<file path="config.mk">
export PLATFORM = sky130hd
export DESIGN_NAME = pc_fetch
export DESIGN_NICKNAME = d
export VERILOG_FILES = /design/src/rtl/pm_pkg.sv /design/src/rtl/ret_stack.sv /design/src/rtl/pc_fetch.sv
export SDC_FILE = /design/constraint.sdc
export NUM_CORES = 1
export LEC_CHECK = 0
export ABC_AREA = 1
export CORE_MARGIN = 2
export CORE_UTILIZATION = 55
export DETAILED_ROUTE_END_ITERATION = 8
export GPL_TIMING_DRIVEN = 1
export HOLD_SLACK_MARGIN = 0.03
export PLACE_DENSITY = 0.9
export SLEW_MARGIN = 10
export SYNTH_ARGS = -nofsm -noshare
export SYNTH_HDL_FRONTEND = slang
export SYNTH_HIERARCHICAL = 1
export SYNTH_SLANG_ARGS = --single-unit
</file>
<file path="constraint.sdc">
create_clock -name clk -period 3.8 [get_ports clk]
set_clock_uncertainty 0.1 [all_clocks]
set_input_delay 0.38 -clock clk [delete_from_list [all_inputs] [get_ports clk]]
set_output_delay 0.38 -clock clk [all_outputs]
set_load 0.03 [all_outputs]
</file>
<file path="src/rtl/pm_pkg.sv">
// rtl/pm_pkg.sv - shared program-memory constants, types and fetch states
package pm_pkg;

    localparam int ADDR_W      = 5;
    localparam int INSTR_W     = 6;
    localparam int RESET_ADDR  = 0;
    localparam int STACK_DEPTH = 4;

    typedef logic [ADDR_W-1:0]  addr_t;
    typedef logic [INSTR_W-1:0] instr_t;

    // Fetch state encoding; HALT is sticky until reset.
    localparam logic [0:0] ST_RUN  = 1'b0;
    localparam logic [0:0] ST_HALT = 1'b1;

endpackage

</file>
<file path="src/rtl/ret_stack.sv">
// rtl/ret_stack.sv - shift-register return-address stack for call/return
module ret_stack #(
    parameter int STACK_DEPTH = 4,
    parameter int ADDR_W      = 5
) (
    input  logic              clk,
    input  logic              rst_n,
    input  logic              push,
    input  logic              pop,
    input  logic [ADDR_W-1:0] din,
    output logic [ADDR_W-1:0] top,
    output logic              full,
    output logic              empty
);

    localparam int CW = $clog2(STACK_DEPTH + 1);

    // Entry 0 is always the top, so reading never needs a pointer.
    logic [ADDR_W-1:0] mem_q [STACK_DEPTH];
    logic [CW-1:0]     cnt_q;

    assign top   = mem_q[0];
    assign full  = (cnt_q == CW'(STACK_DEPTH));
    assign empty = (cnt_q == '0);

    // Push shifts entries down, pop shifts them up; requests on a full/empty stack are dropped.
    always_ff @(posedge clk) begin
        if (!rst_n) begin
            cnt_q <= '0;
            for (int i = 0; i < STACK_DEPTH; i++) begin
                mem_q[i] <= '0;
            end
        end else if (push && !full) begin
            mem_q[0] <= din;
            for (int i = 1; i < STACK_DEPTH; i++) begin
                mem_q[i] <= mem_q[i-1];
            end
            cnt_q <= cnt_q + CW'(1);
        end else if (pop && !empty) begin
            for (int i = 0; i < STACK_DEPTH - 1; i++) begin
                mem_q[i] <= mem_q[i+1];
            end
            cnt_q <= cnt_q - CW'(1);
        end
    end

endmodule

</file>
<file path="src/rtl/pc_fetch.sv">
// rtl/pc_fetch.sv - instruction fetch stage with PC, IR, redirects and halt
module pc_fetch #(
    parameter int ADDR_W      = pm_pkg::ADDR_W,
    parameter int INSTR_W     = pm_pkg::INSTR_W,
    parameter int RESET_ADDR  = pm_pkg::RESET_ADDR,
    parameter int STACK_DEPTH = pm_pkg::STACK_DEPTH
) (
    input  logic               clk,
    input  logic               rst_n,
    output logic [ADDR_W-1:0]  pm_adr,
    input  logic [INSTR_W-1:0] pm_data,
    output logic [INSTR_W-1:0] ir,
    output logic [ADDR_W-1:0]  ir_pc,
    output logic               ir_valid,
    input  logic               ir_ready,
    input  logic               jmp_en,
    input  logic               call_en,
    input  logic               ret_en,
    input  logic [ADDR_W-1:0]  jmp_adr,
    input  logic               halt,
    output logic               halted,
    output logic               stack_ovf,
    output logic               stack_unf
);

    logic [ADDR_W-1:0]  pc_q, pc_d;
    logic [INSTR_W-1:0] ir_q, ir_d;
    logic [ADDR_W-1:0]  ir_pc_q, ir_pc_d;
    logic               valid_q, valid_d;
    logic [0:0]         state_q, state_d;
    logic               ovf_q, ovf_d;
    logic               unf_q, unf_d;

    logic               consume;
    logic               advance;
    logic               stk_push;
    logic               stk_pop;
    logic [ADDR_W-1:0]  stk_top;
    logic               stk_full;
    logic               stk_empty;
    logic [ADDR_W-1:0]  ret_addr;

    assign consume  = valid_q && ir_ready;
    assign advance  = (state_q == pm_pkg::ST_RUN) && (!valid_q || ir_ready);
    assign ret_addr = ir_pc_q + ADDR_W'(1);

    assign pm_adr    = pc_q;
    assign ir        = ir_q;
    assign ir_pc     = ir_pc_q;
    assign ir_valid  = valid_q;
    assign halted    = (state_q == pm_pkg::ST_HALT);
    assign stack_ovf = ovf_q;
    assign stack_unf = unf_q;

    ret_stack #(
        .STACK_DEPTH (STACK_DEPTH),
        .ADDR_W      (ADDR_W)
    ) u_ret_stack (
        .clk   (clk),
        .rst_n (rst_n),
        .push  (stk_push),
        .pop   (stk_pop),
        .din   (ret_addr),
        .top   (stk_top),
        .full  (stk_full),
        .empty (stk_empty)
    );

    // Next-state: redirects (ret > call > jmp) and halt only act on a consumed word.
    always_comb begin
        pc_d     = pc_q;
        ir_d     = ir_q;
        ir_pc_d  = ir_pc_q;
        valid_d  = valid_q;
        state_d  = state_q;
        ovf_d    = ovf_q;
        unf_d    = unf_q;
        stk_push = 1'b0;
        stk_pop  = 1'b0;
        if (advance) begin
            if (consume && ret_en) begin
                valid_d = 1'b0;
                if (stk_empty) begin
                    unf_d = 1'b1;
                    pc_d  = ADDR_W'(RESET_ADDR);
                end else begin
                    stk_pop = 1'b1;
                    pc_d    = stk_top;
                end
            end else if (consume && call_en) begin
                valid_d = 1'b0;
                pc_d    = jmp_adr;
                if (stk_full) begin
                    ovf_d = 1'b1;
                end else begin
                    stk_push = 1'b1;
                end
            end else if (consume && jmp_en) begin
                valid_d = 1'b0;
                pc_d    = jmp_adr;
            end else if (!(consume && halt)) begin
                ir_d    = pm_data;
                ir_pc_d = pc_q;
                valid_d = 1'b1;
                pc_d    = pc_q + ADDR_W'(1);
            end
            if (consume && halt) begin
                state_d = pm_pkg::ST_HALT;
                valid_d = 1'b0;
            end
        end
    end

    // State registers with synchronous active-low reset.
    always_ff @(posedge clk) begin
        if (!rst_n) begin
            pc_q    <= ADDR_W'(RESET_ADDR);
            ir_q    <= '0;
            ir_pc_q <= '0;
            valid_q <= 1'b0;
            state_q <= pm_pkg::ST_RUN;
            ovf_q   <= 1'b0;
            unf_q   <= 1'b0;
        end else begin
            pc_q    <= pc_d;
            ir_q    <= ir_d;
            ir_pc_q <= ir_pc_d;
            valid_q <= valid_d;
            state_q <= state_d;
            ovf_q   <= ovf_d;
            unf_q   <= unf_d;
        end
    end

endmodule

</file>
### Word level (Yosys, flattened, before mapping)

Memory sizes are Yosys's and may differ from the RTL's.
Index checks and enable logic that the tools add are counted.

| operators by class | value |
|---|---|
| add/sub/neg operators | 4 |
| equal/unequal tests | 2 |
| muxes and demuxes | 33 |
| bitwise gates (word level) | 12 |
| reductions and logical operators | 19 |

Operators with widths:

| cell | count |
|---|---|
| 5-bit two-way mux | 12 |
| 1-bit two-way mux | 19 |
| 5-bit by 1-bit adder with 5-bit output (second input constant) | 2 |
| 1-bit logical AND | 8 |
| 1-bit bitwise OR | 7 |
| 3-bit two-way mux | 2 |
| 1-bit NOT | 5 |
| 5-bit AND reduction | 1 |
| 4-bit != test (second input constant) | 1 |
| 2-bit AND reduction | 2 |
| 4-bit AND reduction | 1 |
| 3-bit by 1-bit adder with 3-bit output (second input constant) | 1 |
| 3-bit == test (second input constant) | 1 |
| 1-bit logical NOT | 3 |
| 3-bit logical NOT | 1 |
| 3-bit AND reduction | 1 |
| 3-bit by 1-bit subtractor with 3-bit output (second input constant) | 1 |
| 2-bit nonzero test | 1 |
| 1-bit logical OR | 1 |

| storage, ports and cells | value |
|---|---|
| flip-flop bits (word level) | 23 |
| RAM bits | 20 |
| output and inout bits | 20 |
| word-level logic and storage cells | 79 |
| memories kept | 1 |

Memory list:

| memory | depth | bits a word | rd ports | clocked after Yosys merged registers in | write ports | RTL line | RTL |
|---|---|---|---|---|---|---|---|
| u_ret_stack.mem_q | 4 | 5 | 4 | 0 | 4 | ret_stack.sv:19 | `logic [ADDR_W-1:0] mem_q [STACK_DEPTH];` |

### Depth between registers and ports, before layout

| depth | value |
|---|---|
| depth after elaboration | 11 |
| depth in mapped cells | 12 |

### Modules after synthesis

The synthesis kept the hierarchy.

By module, submodules not included:

| module | instances | cells an instance | area an instance (µm²) | seq. area each (µm²) |
|---|---|---|---|---|
| pc_fetch | 1 | 203 | 1,197.4 | 400.4 |
| ret_stack | 1 | 107 | 1,119.8 | 660.6 |

### Worst setup path before layout

No wires, ideal clock.

| timing | value |
|---|---|
| path kind | register to register |
| start | register valid_q (netlist: ir_valid) |
| end | register u_ret_stack.cnt_q[2] |
| library setup time | 0.115 ns |
| data arrival time | 2.008 ns |
| required time | 3.585 ns |
| setup slack | 1.577 ns |
| stages on the path, launching flop included | 11 |
| buffers on the path | 1 |
| clock period less this slack | 2.223 ns |
| path through | dfxtp_1 -> a21oi_1 -> buf_2 -> nand3_1 -> nor2_1 -> nand2_4 -> fa_1 -> inv_1 -> nand3_1 -> a21oi_1 -> nor2_1 |

| on the way | value |
|---|---|
| word-level cells in the longest chain between the ends | 7 |
| elaborated cells on any way between the ends | 15 |
| those cells by class | mux: 6; reduce/logical: 9 |

RTL lines:

| what | RTL line | RTL |
|---|---|---|
| start, declared | pc_fetch.sv:29 | `logic valid_q, valid_d;` |
| start signal, assigned | pc_fetch.sv:128 | `valid_q <= valid_d;` |
| 1-bit logical AND | pc_fetch.sv:43 | `assign consume = valid_q && ir_ready;` |
| 1-bit logical AND | pc_fetch.sv:90 | `end else if (consume && call_en) begin` |
| 1-bit two-way mux | pc_fetch.sv:90 |  |
| 1-bit two-way mux | pc_fetch.sv:81 | `if (consume && ret_en) begin` |
| 1-bit two-way mux * | pc_fetch.sv:80 | `if (advance) begin` |
| via stk_push | pc_fetch.sv:36 | `logic stk_push;` |
| 1-bit logical AND * | ret_stack.sv:33 | `end else if (push && !full) begin` |
| 3-bit two-way mux / 2-bit nonzero test (equally long branches) | -- |  |
| end signal, assigned | ret_stack.sv:38 | `cnt_q <= cnt_q + CW'(1);` |
| end signal, assigned | ret_stack.sv:43 | `cnt_q <= cnt_q - CW'(1);` |
| end, declared | ret_stack.sv:20 | `logic [CW-1:0] cnt_q;` |

The timed path passes the listed nets; every way through them passes the cells marked *.
A chain may end at the register's enable or synchronous reset.

==> metrics <==
CTS tree built; crit start category primary input; Post-Synth Simple-Gate Area a little under a third; main area contributors after synthesis edfxtp_1 (26%), dfxtp_1 (20%), nand2_1 (10%); fmax 399 MHz; Fin. Hold Viols 0; mux share of post-synthesis cell area 0%; CP max FO 22; hold_sp stack_ovf; clock-pin slew on the worst setup and hold paths 80 ps; Pwr per Cell Area ~460 nW/um2; crit end category flop; reg2reg start ir_valid; drt pass-1 iters 4; Total GRT Usage between 20% and 30%; Avg Synthesized Cell Area roughly 7.5 um2; Yosys warnings 6; WL final about 4900 um; setup_tns 0 ps; via count 2057; Leakage Power about 0.0014 uW; Slew headroom between 50 and 60%; CORE AREA a little over 4000 um2; io pins 38; Placed Cells slightly below 400; Post-synth EDFFs 20; clock net sink count 43; Hold WC Path Type reg2reg; Port Buffers 37; peak supply drop approximately 0.25 mV; switch share 31.1%; WL/cell approximately 12 um; Starting Density 57.5%; Sw Pwr 411 uW; antenna violations before repair 0; Tot Pwr ~1300 uW; fin cells roughly 400; Residual DRC 0; max-slew violations 0; Synth async-reset ratio 0%; Req. time, crit path 3860 ps; die height ~69 um; clk buf depth 2; die area ~4700 um2; PostCTS Resize Cnt 0; Area Overhead vs Synth 23.4%; Synth cell types 30; fin crit period about 2500 ps; Max-Cap Viols 0; Comb pwr share 26.5%; Worst Path Arrival 2570 ps; CP startpoint ir_ready; RSZ-0062 raised after global routing false; Clock Latency Late Sink approximately 300 ps; outcome completed; WHS 359 ps; DRT iter0 DRCs around 150; hold bufs inserted after CTS 0; setup violators final 0; DRT antenna net count 0; largest family of logic cells by synthesized area simple AND/OR/NAND/NOR gates; Compound-Gate Fraction of Synth Area 7.78%; H-tree Lvls 2; Clock power frac between 30% and 40%; fraction of layout cells with a size suffix above 1 ~9.7%; placed wire-length estimate approximately 3500 um; Yosys top cell by area edfxtp_1; Die Span X between 60 and 70 um; Net Count, Synth ~330; post-synthesis adder-cell area fraction 1.94%; Overflow after GRT 0; Seq/Total Area, Yosys 45.8%; worst slew pin tran 671 ps; Synth Area in XOR/XNOR 1.51%; n_diodes 0; Reg power frac 43.0%; Nets 369; post-CTS setup buffer count 0; Row Count 23; #FFs+latches synth 43; CTS Root Cell clkbuf_8; Cells after Synth 310; CTS buffer count 5; largest net degree at the start of global routing 27; Post-Syn Area ~2300 um2; DR vias/cell slightly above 5; vias in the first global route roughly 1800; final worst path period share 66.0%; Final Wtd Congestion ~0.84; Int Power 909 uW; post-synth top area share between 20% and 30%; Crit Path Class in2reg; first-pass GRT wire length between 7000 and 8000 um; dominant synthesized flop cell dfxtp_1; Filler Cells Inserted about 320
## cells in the mapped netlist (3+ instances only)
master	count
dfxtp_1	23
a21oi_1	11
inv_1	60
edfxtp_1	20
nand2_1	62
o21ai_0	5
o21ai_2	6
xor2_1	4
buf_2	5
nor2_2	6
nand3_1	34
nor2_1	46
nand2_2	4
nand4_1	3
## per-layer routing
metal | part of all wire [%] | vias to the layer above | track usage [%]
met5 | 0 | - | 0
met4 | 2.3 | 0 | 12.3
met3 | 5.3 | 12 | 4.06
met2 | 50 | 56 | 40.3
met1 | 42 | 953 | 24.6
li1 | - | 1036 | -
## state kept, by name, summed over array words and instances, names as in the netlist
signal             cells
halted                 1
u_ret_stack/mem_q     20
ir_valid               1
u_ret_stack/cnt_q      3
stack_ovf              1
pm_adr                 5
ir                     6
ir_pc                  5
stack_unf              1
## logic make-up (layout without fill, tap and decap cells)
logic type,after synthesis,in the layout
AOI/OAI and AO/OA,28,28
xor gates and xnor gates,4,4
adders and majority gates,3,3
buffers and inverters,72,111
DFF,43,43
and+or+nand+nor,160,160
## placed cells by master, fill, tap and decap left out, types with 2 or more instances in the layout
| cell type | n |
|---|---|
| clkdlybuf4s50_1 | 37 |
| o21ai_2 | 6 |
| a21oi_1 | 11 |
| clkbuf_8 | 5 |
| dfxtp_1 | 23 |
| nand2_1 | 62 |
| inv_1 | 60 |
| nand4_1 | 3 |
| nand3_1 | 34 |
| inv_2 | 2 |
| nand2_4 | 2 |
| nand2_2 | 4 |
| buf_4 | 2 |
| o21ai_0 | 5 |
| nor2_2 | 6 |
| xor2_1 | 4 |
| nor2_1 | 46 |
| ha_1 | 2 |
| o21ai_1 | 2 |
| edfxtp_1 | 20 |
## stage by stage
| stage | instance area, um2 | utilization (%) | setup WS [ps] |
|---|---|---|---|
| 6_report | 2860 | 71.0 | 1290 |
| 5_1_grt | 2860 | 71.0 | 1070 |
| 4_1_cts | 2860 | 71.0 | 1290 |
| 3_5_place_dp | 2730 | 67.7 | 985 |
| 3_3_place_gp | 2730 | 67.7 | 1090 |
| 2_1_floorplan | 2320 | - | 1580 |
## path summary, 6_finish.rpt
check,to,slack [ps],cells past startpoint
hold / removal,stack_ovf,360,2
setup / recovery,u_ret_stack/mem_q[1][2],1290,10
hold reg to reg,stack_ovf,360,2
setup reg to reg,u_ret_stack/mem_q[1][2],1520,8
## critical path, cell delays in order
cell,delay (ps)
clkdlybuf4s50_1,490
inv_1,50
a21oi_1,120
buf_4,260
nand3_1,110
nor2_1,280
nand3_1,360
clkinv_1,300
a21oi_1,100
nor2_1,110
## layout make-up
class	instances	area, um2	share of cell area, %
inverter	64	245	8.57
clock buffer	7	101	3.54
clock inverter	1	30.0	1.05
sequential	43	1060	37.1
timing repair buffer	39	385	13.5
multi-input combinational	195	975	34.1
tap	50	62.6	2.19
## power by group through the flow
stage	combinational (uW)	sequential [uW]	clock, uW
after floorplan	169	634	0
after global placement	341	576	0
after detailed placement	348	578	0
after CTS	351	567	410
after global routing	389	573	425
final	349	568	403
Note: power is estimated with default switching activity, not from simulation.
